File: src/rtl/layer_neuron_sequencer.sv
// Avalon-MM slave that runs each neuron of one FFNN layer on the shared datapath and buffers the outputs for CPU readback.
// Optional build macro LAYER_SEQ_TIMEOUT_EN adds a WAIT-state watchdog (TIMEOUT_CYCLES) reported as STATUS bit3.
module layer_neuron_sequencer #(
   parameter int DATA_W      = 9,
   parameter int MAX_NEURONS = 8,
   parameter int IDX_W       = 3
`ifdef LAYER_SEQ_TIMEOUT_EN
   ,parameter int TIMEOUT_CYCLES = 1024
`endif
) (
   input  logic              clk,
   input  logic              reset,
   input  logic [1:0]        address,
   input  logic              write,
   input  logic [31:0]       writedata,
   output logic [31:0]       readdata,
   output logic              neuron_start,
   output logic [IDX_W-1:0]  neuron_sel,
   input  logic              neuron_done,
   input  logic [DATA_W-1:0] neuron_data,
   output logic              irq
);

   localparam logic [1:0] ST_IDLE  = 2'd0;
   localparam logic [1:0] ST_START = 2'd1;
   localparam logic [1:0] ST_WAIT  = 2'd2;
   localparam logic [1:0] ST_DONE  = 2'd3;
   localparam logic [IDX_W:0] LP_MAX = (IDX_W+1)'(MAX_NEURONS);

   logic [1:0]        r_state;
   logic [IDX_W-1:0]  r_idx;
   logic [IDX_W-1:0]  r_sel;
   logic [IDX_W:0]    r_num;
   logic              r_done;
   logic              r_irq_en;
   logic [DATA_W-1:0] r_result [MAX_NEURONS];

   logic              w_ctrl_wr;
   logic              w_start_acc;
   logic              w_abort;
   logic              w_clr;
   logic              w_busy;
   logic              w_last;
   logic              w_timeout;
   logic              w_err;
   logic [IDX_W:0]    w_num_in;
   logic [IDX_W:0]    w_num_clamp;
   logic              w_unused;

   assign w_ctrl_wr   = write && (address == 2'd0);
   assign w_abort     = w_ctrl_wr && writedata[1];
   assign w_clr       = w_ctrl_wr && writedata[2];
   // Abort outranks start; start is only taken from IDLE, so busy starts drop out here.
   assign w_start_acc = w_ctrl_wr && writedata[0] && !writedata[1] && (r_state == ST_IDLE);
   assign w_busy      = (r_state == ST_START) || (r_state == ST_WAIT);
   assign w_last      = ({1'b0, r_idx} == (r_num - 1'b1));
   assign w_num_in    = writedata[IDX_W:0];
   assign w_num_clamp = (w_num_in > LP_MAX) ? LP_MAX : w_num_in;
   assign w_unused    = ^writedata;

   assign neuron_start = (r_state == ST_START);
   assign neuron_sel   = r_idx;
   assign irq          = r_done && r_irq_en;

`ifdef LAYER_SEQ_TIMEOUT_EN
   localparam int LP_TO_W = $clog2(TIMEOUT_CYCLES + 1);
   logic [LP_TO_W-1:0] r_to_cnt;
   logic               r_err;

   assign w_timeout = (r_state == ST_WAIT) && !neuron_done &&
                      (r_to_cnt == LP_TO_W'(TIMEOUT_CYCLES - 1));
   assign w_err     = r_err;

   // Counter is zeroed in START so it starts from 0 on every WAIT entry.
   always_ff @(posedge clk) begin
      if (reset) begin
         r_to_cnt <= '0;
         r_err    <= 1'b0;
      end else begin
         if (r_state == ST_START)
            r_to_cnt <= '0;
         else if (r_state == ST_WAIT)
            r_to_cnt <= r_to_cnt + 1'b1;
         if (w_start_acc || w_clr)
            r_err <= 1'b0;
         if (w_timeout && !w_abort)
            r_err <= 1'b1;
      end
   end
`else
   assign w_timeout = 1'b0;
   assign w_err     = 1'b0;
`endif

   always_ff @(posedge clk) begin
      if (reset) begin
         r_state  <= ST_IDLE;
         r_idx    <= '0;
         r_sel    <= '0;
         r_num    <= '0;
         r_done   <= 1'b0;
         r_irq_en <= 1'b0;
         for (int i = 0; i < MAX_NEURONS; i++)
            r_result[i] <= '0;
      end else begin
         if (w_ctrl_wr)
            r_irq_en <= writedata[3];
         if (write && (address == 2'd1) && !w_busy)
            r_num <= w_num_clamp;
         if (write && (address == 2'd2))
            r_sel <= writedata[IDX_W-1:0];
         if (w_clr)
            r_done <= 1'b0;

         if (w_abort) begin
            r_state <= ST_IDLE;
         end else begin
            case (r_state)
               ST_IDLE: begin
                  if (w_start_acc) begin
                     r_done  <= 1'b0;
                     r_idx   <= '0;
                     r_state <= (r_num == '0) ? ST_DONE : ST_START;
                  end
               end
               ST_START: r_state <= ST_WAIT;
               ST_WAIT: begin
                  if (neuron_done) begin
                     r_result[r_idx] <= neuron_data;
                     if (w_last) begin
                        r_state <= ST_DONE;
                     end else begin
                        r_idx   <= r_idx + 1'b1;
                        r_state <= ST_START;
                     end
                  end else if (w_timeout) begin
                     r_done  <= 1'b1;
                     r_state <= ST_IDLE;
                  end
               end
               default: begin
                  r_done  <= 1'b1;
                  r_state <= ST_IDLE;
               end
            endcase
         end
      end
   end

   always_ff @(posedge clk) begin
      if (reset) begin
         readdata <= '0;
      end else begin
         case (address)
            2'd0:    readdata <= {{(24-IDX_W){1'b0}}, r_idx, 4'b0000, w_err, r_irq_en, r_done, w_busy};
            2'd1:    readdata <= {{(31-IDX_W){1'b0}}, r_num};
            2'd3:    readdata <= {{(32-DATA_W){1'b0}}, r_result[r_sel]};
            default: readdata <= '0;
         endcase
      end
   end

endmodule

File: config.mk
export PLATFORM = sky130hd
export DESIGN_NAME = layer_neuron_sequencer
export DESIGN_NICKNAME = d
export VERILOG_FILES = /design/src/rtl/layer_neuron_sequencer.sv
export SDC_FILE = /design/constraint.sdc
export NUM_CORES = 1
export LEC_CHECK = 0
export ABC_AREA = 1
export ABC_CLOCK_PERIOD_IN_PS = 2100
export BUFFER_PORTS_ARGS = -buffer_cell sky130_fd_sc_hd__buf_2
export CORE_MARGIN = 10
export CORE_UTILIZATION = 56
export DETAILED_ROUTE_END_ITERATION = 8
export GPL_ROUTABILITY_DRIVEN = 0
export GPL_TIMING_DRIVEN = 1
export PLACE_DENSITY = 0.88
export SLEW_MARGIN = 20
export SYNTH_ARGS = -nofsm -noshare
export SYNTH_HDL_FRONTEND = slang
export SYNTH_SLANG_ARGS = --single-unit
export TNS_END_PERCENT = 20
File: constraint.sdc
create_clock -name clk -period 2.1 [get_ports clk]
set_input_delay 0.42 -clock clk [delete_from_list [all_inputs] [get_ports clk]]
set_output_delay 0.42 -clock clk [all_outputs]
set_load 0.02 [all_outputs]
==> key figures, run 1 <==
Final layout
  – Layout net count: just under 600
  – Fill count: between 600 and 700
  – Most frequent cells in the layout: 142 x nor2_1, 72 x edfxtp_1, 53 x nand2_1
  – Cell area after layout: about 5100 sq um
  – Area growth, synth to finish: 8.69%
  – Area occupied by multi-input gates: approximately 1700 sq um
  – Most common cell after layout, fill and taps aside: nor2_1
  – Reg area: about 2700 sq um
  – Ant. Diodes: 0
  – Layout cells sized above 1: 15.6%

Setup path
  – CP max stage delay: between 0.3 and 0.4 ns
  – Worst Path Arrival: 2.00 ns
  – Crit end category: register
  – Crit path depth: 6
  – Reg2reg end: r_result[1][8]
  – CP Buf/Inv Count: 1
  – Top delay family on crit path: simple AND/OR/NAND/NOR gates
  – Slowest cell on crit path: dfxtp_1
  – CP Cell Sequence: inv_1, ha_1, nand4_4, nor2_8, nand2_4, nand2_1
  – CP Data Required Time: approximately 2.1 ns
  – End of the critical path: r_result[1][8]
  – R2r worst-path depth: 6
  – Crit Path Category: reg2reg
  – Register-to-register setup slack: 0.13 ns
  – Critical Path Source: r_state[0]
  – Startpoint type of the worst setup path: register
  – Reg-to-reg startpoint: r_state[0]
  – CP max FO: 10

Global route
  – Gr usage total: 16.1%
  – Global-route wire length before repair: roughly 16000 microns
  – Largest net degree at the start of global routing: 37
  – Total gr overflow: 0
  – Vias in the first global route: about 3300
  – Initial antenna violation count: 0

Synth
  – Cells after Synth: 500
  – Post-Synth XOR/XNOR Area: 0.186%
  – Netlist cell types: 35
  – Post-Synth Simple-Gate Area: a little under a quarter
  – Mean post-synth cell area: between 9 and 10 sq um
  – Synthesis Warnings: 0
  – Post-Syn Area: ~4700 sq um
  – Largest family of logic cells by synthesized area: simple AND/OR/NAND/NOR gates
  – Mux share of post-synthesis cell area: 0%
  – Yosys reg bits: 100
  – Synth Area in Compound Gates: under 10%
  – Post-synthesis adder-cell area fraction: ~1.9%
  – Seq/Total Area, Yosys: between 50% and 60%

Timing
  – Final Cycle Share: a little over nine tenths
  – Final Setup Violations: 0
  – Sum of negative setup slack: 0 ns
  – RSZ-0062 raised after global routing: no
  – Max Transition Viols Final: 0
  – WHS: slightly above 0.3 ns
  – F_max: approximately 500 MHz
  – Final min period: approximately 2 ns
  – Slew HR: 63.7%
  – Fin. Hold Viols: 0
  – Slew @ Worst Pin: 0.544 ns
  – Clock Skews: around 0.012 ns

Routing
  – DRC viols: 0
  – DRT antenna net count: 0
  – Vias/cell: ~5.5
  – Drt wl/cell: around 16 microns
  – Pre-antenna DRT Iters: 5
  – Via count: around 3600
  – Post-Route WL: 10300 microns
  – Starting DRT DRC Count: 433

Placement
  – DP Wirelength: between 7000 and 8000 microns
  – Port Buffers: 34
  – Placed Instance Area: approximately 4900 sq um

Clocking
  – CTS buffer count: 9
  – Max Root-Sink Buffers: 2
  – Hold_buf cts: 0
  – Clock Latency Late Sink: about 0.37 ns
  – Clk sinks: 100
  – CTS tree: done
  – CTS HTree Levels: 3
  – Clk root buf: clkbuf_8
  – Resized Gates After CTS: 0
  – Setup Buffers After CTS: 0
  – CTS clk-pin slew, worst paths: 0.10 ns

Floorplan
  – Die H: between 100 and 150 microns
  – # rows: 33
  – Core Box Area: roughly 8200 sq um
  – Starting Density: a little under three fifths
  – Die width: ~110 microns
  – Die Area: ~12000 sq um
  – Ports: between 80 and 90

Power and ir drop
  – PD cells: roughly 800 nW/um^2
  – Peak VDD IR: about 0.54 mV
  – Pleak: 2.25 nW

Min path
  – Worst Hold Class: in2reg

Status
  – Status: complete, no violations

Run
  – Max Cap Violations: 0
[layout make-up]
class                           count  area share (%)
Clock buffer                       10            2.49
Clock inverter                      6           0.905
Inverter                           39            2.91
Multi-Input combinational cell    346            33.0
Sequential cell                   100            53.2
Tap cell                          105            2.57
Timing Repair Buffer               45            4.94
[report_power, final]
group          leakage, nW  internal, mW  total [mW]  switching (mW)
logic                 1.20         0.223       0.737           0.515
clock network       0.0853         0.442        1.11           0.668
registers            0.972          2.21        2.30          0.0830
total                 2.25          2.88        4.14            1.27
[metal layers]
metal  share of wire (%)  wire length [microns]  global-route usage (%)
met5                   0                      0                       0
met4                 2.6                    270                    6.94
met3                  10                   1070                    4.88
met2                  48                   4970                    26.2
met1                  39                   3960                    19.5
[worst min-delay path by stage]
stage               cells after the start       end  slack (ns)    startpoint
floorplan                               2  register        0.42      r_sel[0]
global placement                        2  r_sel[1]        0.43      r_sel[1]
detailed placement                      2  r_sel[2]        0.44      r_sel[2]
CTS                                     3  r_num[0]        0.30  writedata[0]
global route                            3  r_num[0]        0.31  writedata[0]
finish                                  3  r_num[0]        0.31  writedata[0]
[state kept, by name, indices dropped and copies added (netlist names), named ones only]
register,flops
r_irq_en,1
readdata,11
r_sel,3
neuron_sel,3
r_num,4
r_state,2
r_result,72
r_done,1
[per-stage QoR]
| stage | utilization (%) | setup WS, ns | total power [mW] | std cells |
|---|---|---|---|---|
| finish | 62.3 | 0.126 | 4.14 | 651 |
| global route | 62.3 | 0.0199 | 4.35 | 651 |
| CTS | 62.3 | 0.128 | 4.15 | 651 |
| detailed placement | 60.1 | 0.0990 | 3.07 | 635 |
| global placement | 60.1 | 0.177 | 3.04 | 635 |
| floorplan | - | 0.370 | 2.90 | 520 |
[cells by family (layout without fill, tap and decap cells)]
logic type,after synthesis,count (layout)
XOR/XNOR,1,1
adder cells (fa/ha/maj),7,7
flip-flops,100,100
other,1,21
buffers and inverters,74,100
AND/OR/NAND/NOR,239,239
AO/OA/AOI/OAI,78,78
[synth_stat cells]
cell      instances  share of area [%]
nand3_1          20                2.1
nor2_1          142                 11
edfxtp_1         72                 46
nand2_1          53                4.2
a41oi_1           1               0.19
dfxtp_1          28                 12
nand4_4           1               0.45
a211oi_1          1               0.16
ha_1              7                1.9
or2_2             3               0.40
buf_2             8               0.85
a22oi_1           1               0.16
clkbuf_4          1               0.16
o21ai_0          44                4.7
nand2_4          10                2.4
nor2_2            2               0.27
clkinv_1          2               0.16
inv_2             3               0.24
clkbuf_1          4               0.32
a21oi_1          13                1.4
nor3_1            3               0.32
xnor2_1           1               0.19
inv_4             1               0.13
buf_1             1              0.080
nor2_4            1               0.24
nand3_2           1               0.21
o22ai_1           9                1.2
o211ai_1          7                1.1
nand2_2           1               0.13
o21ai_1           1               0.11
a21oi_2           1               0.19
conb_1            1              0.080
buf_4            21                3.3
inv_1            33                2.6
nor2_8            2               0.85
[worst register-to-register path, delay by kind of cell (launching register included)]
kind	cells	cell delay (ns)
and+or+nand+nor	4	0.88
buffers and inverters	1	0.09
adders and majority gates	1	0.31
DFF	1	0.36
Power figures use the tool's default switching activity.
==> inputs of run 2 (changes only) <==
--- a/config.mk
+++ b/config.mk
@@ -8,6 +8,7 @@
 export ABC_AREA = 1
 export ABC_CLOCK_PERIOD_IN_PS = 2100
 export BUFFER_PORTS_ARGS = -buffer_cell sky130_fd_sc_hd__buf_2
+export CORE_ASPECT_RATIO = 0.7
 export CORE_MARGIN = 10
 export CORE_UTILIZATION = 56
 export DETAILED_ROUTE_END_ITERATION = 8
==> key figures, run 2 (synthesis gave the netlist of run 1 again) <==
Clocking
  – Clk root buf: clkbuf_16
  – CTS clk-pin slew, worst paths: about 0.070 ns
  – CTS tree: done
  – Max Root-Sink Buffers: 2
  – Hold_buf cts: 0
  – Clock Latency Late Sink: approximately 0.35 ns
  – Resized Gates After CTS: 0
  – CTS buffer count: 9
  – Clk sinks: 100
  – Setup Buffers After CTS: 0
  – CTS HTree Levels: 3

Final layout
  – Most frequent cells in the layout: 142 x nor2_1, 72 x edfxtp_1, 53 x nand2_1
  – Layout cells sized above 1: about 16%
  – Top reg by flops: r_result
  – Layout net count: roughly 600
  – Flip-flop count of the largest register after layout: around 70
  – Most common cell after layout, fill and taps aside: nor2_1
  – Final Instance Count excl. Fillers: 650
  – Ant. Diodes: 0
  – Largest regs: r_result x72, readdata x11, r_num x4
  – Area growth, synth to finish: 11.9%
  – Fill count: roughly 620

Setup path
  – R2r worst-path depth: 6
  – CP Data Required Time: around 2.1 ns
  – Reg2reg end: r_result[0][3]
  – Startpoint type of the worst setup path: register
  – Register-to-register setup slack: ~0.16 ns
  – Crit end category: register
  – Worst Path Arrival: about 1.9 ns
  – CP max FO: 9
  – Crit Path Category: reg2reg
  – Reg-to-reg startpoint: r_state[0]

Power and ir drop
  – Peak VDD IR: ~0.46 mV
  – PD cells: 905 nW/um^2
  – Pleak: 2.33 nW

Floorplan
  – Die Area: between 10000 and 15000 sq um
  – Die H: 96.7 microns
  – Ports: 84
  – # rows: 27
  – Die width: about 130 microns
  – Starting Density: about three fifths
  – Core Box Area: ~8000 sq um

Routing
  – DRC viols: 0
  – Drt wl/cell: around 17 microns
  – Vias/cell: ~5.6
  – Via count: 3624
  – DRT antenna net count: 0
  – Pre-antenna DRT Iters: 5
  – Starting DRT DRC Count: roughly 380
  – Post-Route WL: between 10000 and 15000 microns

Timing
  – Final Cycle Share: roughly 93%
  – Slew @ Worst Pin: approximately 0.53 ns
  – Clock Skews: about 0.009 ns
  – Final Setup Violations: 0
  – Max Transition Viols Final: 0
  – Fin. Hold Viols: 0
  – RSZ-0062 raised after global routing: no
  – Sum of negative setup slack: 0 ns
  – F_max: about 500 MHz
  – Final min period: between 1.5 and 2 ns
  – Slew HR: between 60% and 70%

Min path
  – HP Start: writedata[3]
  – Worst Hold Class: in2reg
  – Hold depth: 3
  – WHS Endpoint: r_irq_en

Status
  – Status: complete, no violations

Global route
  – Global-route wire length before repair: 17800 microns
  – Gr usage total: 18.0%
  – Initial antenna violation count: 0
  – Largest net degree at the start of global routing: 37
  – Total gr overflow: 0
  – Vias in the first global route: approximately 3500

Placement
  – DP Wirelength: approximately 7700 microns
  – Port Buffers: 34
  – Placed Cells: roughly 630

Run
  – Max Cap Violations: 0
-- run 2: cell count changes in the layout (fill, tap and decap cells not counted), sizes merged --
cell    previous run  this run
buf               45        48
bufinv             0         1
clkbuf            10         9
-- run 2: metrics by stage --
step / cell area, sq um / setup slack, ns / utilization [%] / hold slack, ns / power [mW]
2_1_floorplan: 4780 / 0.370 / - / 0.423 / 2.90
3_3_place_gp: 4960 / 0.187 / 61.9 / 0.437 / 3.05
3_5_place_dp: 4960 / 0.0761 / 61.9 / 0.442 / 3.09
4_1_cts: 5270 / 0.147 / 65.8 / 0.325 / 4.77
5_1_grt: 5270 / 0.0282 / 65.8 / 0.365 / 4.97
6_report: 5270 / 0.157 / 65.8 / 0.335 / 4.77
-- run 2: worst max-delay path: stages (launching register included) --
cell     delay (ns)
dfxtp_1        0.34
inv_1          0.10
ha_1           0.31
nand4_4        0.22
nor2_8         0.21
nand2_4        0.06
nand2_1        0.36
-- run 2: worst max-delay path by stage --
stage / end / slack [ns] / startpoint / cells after the start
3_3_place_gp: r_result[0][5] / 0.19 / address[1] / 9
6_report: r_result[0][3] / 0.16 / r_state[0] / 6
4_1_cts: r_result[0][3] / 0.15 / r_state[0] / 6
5_1_grt: r_result[0][0] / 0.03 / r_state[0] / 6
2_1_floorplan: r_result[4][0] / 0.37 / neuron_sel[2] / 5
3_5_place_dp: r_result[0][4] / 0.08 / address[1] / 9
-- run 2: area by class of cell --
type | count | area (sq um) | area share [%]
inverters | 39 | 149 | 2.83
flip-flops and latches | 100 | 2720 | 51.7
repair buffers | 48 | 275 | 5.23
well taps | 101 | 126 | 2.40
clock buffers | 9 | 225 | 4.28
multi-input cells | 346 | 1690 | 32.0
clock inverters | 7 | 81.3 | 1.54
-- run 2: per-layer routing --
metal / track usage [%] / up-vias / share of wire (%)
li1: - / 1704 / -
met3: 6.69 / 20 / 14
met2: 28.1 / 247 / 46
met5: 0 / - / 0
met1: 22.8 / 1653 / 38
met4: 4.79 / 0 / 1.6
-- run 2: power breakdown --
part | internal, mW | leakage [nW] | switching, mW
logic | 0.230 | 1.21 | 0.537
registers | 2.22 | 0.972 | 0.0816
clock network | 0.942 | 0.148 | 0.761
total | 3.39 | 2.33 | 1.38
==> inputs of run 3 (changes only) <==
--- a/config.mk
+++ b/config.mk
@@ -9,11 +9,11 @@
 export ABC_CLOCK_PERIOD_IN_PS = 2100
 export BUFFER_PORTS_ARGS = -buffer_cell sky130_fd_sc_hd__buf_2
 export CORE_ASPECT_RATIO = 0.7
-export CORE_MARGIN = 10
 export CORE_UTILIZATION = 56
 export DETAILED_ROUTE_END_ITERATION = 8
 export GPL_ROUTABILITY_DRIVEN = 0
 export GPL_TIMING_DRIVEN = 1
+export MAX_ROUTING_LAYER = met4
 export PLACE_DENSITY = 0.88
 export SLEW_MARGIN = 20
 export SYNTH_ARGS = -nofsm -noshare
==> key figures, run 3 (synthesis gave the netlist of run 1 again) <==
Status
  – Status: finished with violations
  – Failing checks: DRC

Global route
  – Vias in the first global route: 3453
  – Largest net degree at the start of global routing: 37
  – Total gr overflow: 0
  – Initial antenna violation count: 0
  – Global-route wire length before repair: approximately 17000 microns
  – Gr usage total: approximately 27%

Timing
  – Max Transition Viols Final: 0
  – Slew HR: between 60% and 70%
  – Final Cycle Share: between 90% and 100%
  – Final min period: about 1.9 ns
  – Clock Skews: around 0.0067 ns
  – WHS: about 0.33 ns
  – Slew @ Worst Pin: 0.562 ns
  – Final worst slack: approximately 0.16 ns
  – F_max: slightly above 500 MHz
  – Fin. Hold Viols: 0
  – Sum of negative setup slack: 0 ns
  – RSZ-0062 raised after global routing: no
  – Final Setup Violations: 0

Clocking
  – Clock Latency Late Sink: approximately 0.35 ns
  – CTS tree: done
  – Clk sinks: 100
  – CTS clk-pin slew, worst paths: around 0.070 ns
  – CTS HTree Levels: 3
  – Clk root buf: clkbuf_16
  – CTS buffer count: 9
  – Max Root-Sink Buffers: 2

Floorplan
  – Die H: approximately 79 microns
  – Ports: 84
  – Die Area: ~8800 sq um
  – Die width: ~110 microns
  – Core Box Area: roughly 8000 sq um
  – # rows: 27
  – Starting Density: 58.8%

Final layout
  – Top reg by flops: r_result
  – Flip-flop count of the largest register after layout: between 70 and 80
  – Cell area after layout: between 5000 and 6000 sq um
  – Most frequent cells in the layout: 142 x nor2_1, 72 x edfxtp_1, 50 x nand2_1
  – Area growth, synth to finish: 11.6%
  – Most common cell after layout, fill and taps aside: nor2_1
  – Largest regs: r_result x72, readdata x11, r_num x4
  – Fill count: between 500 and 600
  – Layout cells sized above 1: about 16%
  – Ant. Diodes: 0
  – Layout net count: about 600

Routing
  – DRC viols: 12
  – DRT antenna net count: 0
  – Drt wl/cell: 16.7 microns
  – Pre-antenna DRT Iters: 8
  – Starting DRT DRC Count: 453
  – Highest routing layer actually used: met4
  – Post-Route WL: 10800 microns
  – Vias/cell: roughly 5.7
  – WL met2: 5040 microns
  – Via count: between 3000 and 4000
  – DR WL met3: around 1200 microns
  – Met1 wire length: approximately 4300 microns

Setup path
  – Register-to-register setup slack: about 0.16 ns
  – Startpoint type of the worst setup path: register
  – Reg2reg end: r_result[5][5]
  – Reg-to-reg startpoint: r_state[0]
  – Crit Path Category: reg2reg
  – Worst Path Arrival: approximately 2.0 ns
  – Crit end category: register
  – CP Cell Sequence: inv_1, ha_1, nand4_4, nor2_8, nand2_4, nand2_1, buf_4
  – R2r worst-path depth: 7
  – CP max FO: 10
  – CP Buf/Inv Count: 2
  – CP Data Required Time: about 2.2 ns
  – Slowest cell on crit path: dfxtp_1
  – CP max stage delay: 0.34 ns
  – Top delay family on crit path: simple AND/OR/NAND/NOR gates

Min path
  – Worst Hold Class: in2reg
  – Hold depth: 3
  – HP Start: writedata[3]
  – WHS Endpoint: r_irq_en

Power and ir drop
  – Total power: between 4 and 5 mW
  – Peak VDD IR: 0.461 mV
  – PD cells: 912 nW/um^2
  – Pleak: approximately 2.3 nW

Placement
  – DP Wirelength: around 7300 microns
  – Placed Instance Area: ~4900 sq um
  – Port Buffers: 34
  – DP Worst Slack: between 0.08 and 0.09 ns

Run
  – Max Cap Violations: 0
run 3: worst min-delay path, cell delays in order:
cell and delay, ns:
buf_2 0.09, nor3_1 0.04, nor2_1 0.08
run 3: repair_timing:
item | in CTS | in global routing
buffers inserted | 0 | 0
hold buffers | 0 | 0
setup endpoints to repair | 0 | 27
resized for setup | 0 | 3
run 3: final cells by class:
cell class | instances | area (sq um) | area share [%]
timing repair buffer | 45 | 253 | 4.81
inverter | 39 | 149 | 2.83
tap | 101 | 126 | 2.41
clock inverter | 4 | 51.3 | 0.976
multi-input combinational | 346 | 1690 | 32.2
sequential | 100 | 2720 | 51.8
clock buffer | 12 | 258 | 4.91
run 3: how the worst max path moves through the flow:
stage | start | to | cells past startpoint
2_1_floorplan | neuron_sel[2] | r_result[4][0] | 5
3_3_place_gp | address[1] | r_result[3][5] | 9
3_5_place_dp | address[0] | r_result[1][6] | 9
4_1_cts | r_state[0] | r_result[1][8] | 6
5_1_grt | r_state[0] | r_result[2][7] | 6
6_report | r_state[0] | r_result[5][5] | 7
run 3: per-stage QoR:
stage	cells	utilization, %
after floorplan	520	-
after global placement	631	61.7
after detailed placement	631	61.7
after CTS	647	65.5
after global routing	647	65.6
final	647	65.6
run 3: layer usage:
metal,global-route usage (%),up-vias
met5,-,-
met4,12.2,0
met3,5.73,35
met2,40.3,252
met1,36.2,1698
li1,-,1702
run 3: where the power goes:
part           total [mW]  switching [mW]  internal [mW]
Sequential           2.31          0.0906           2.22
Clock                1.72           0.720           1.00
Combinational       0.763           0.536          0.227
Total                4.79            1.35           3.45
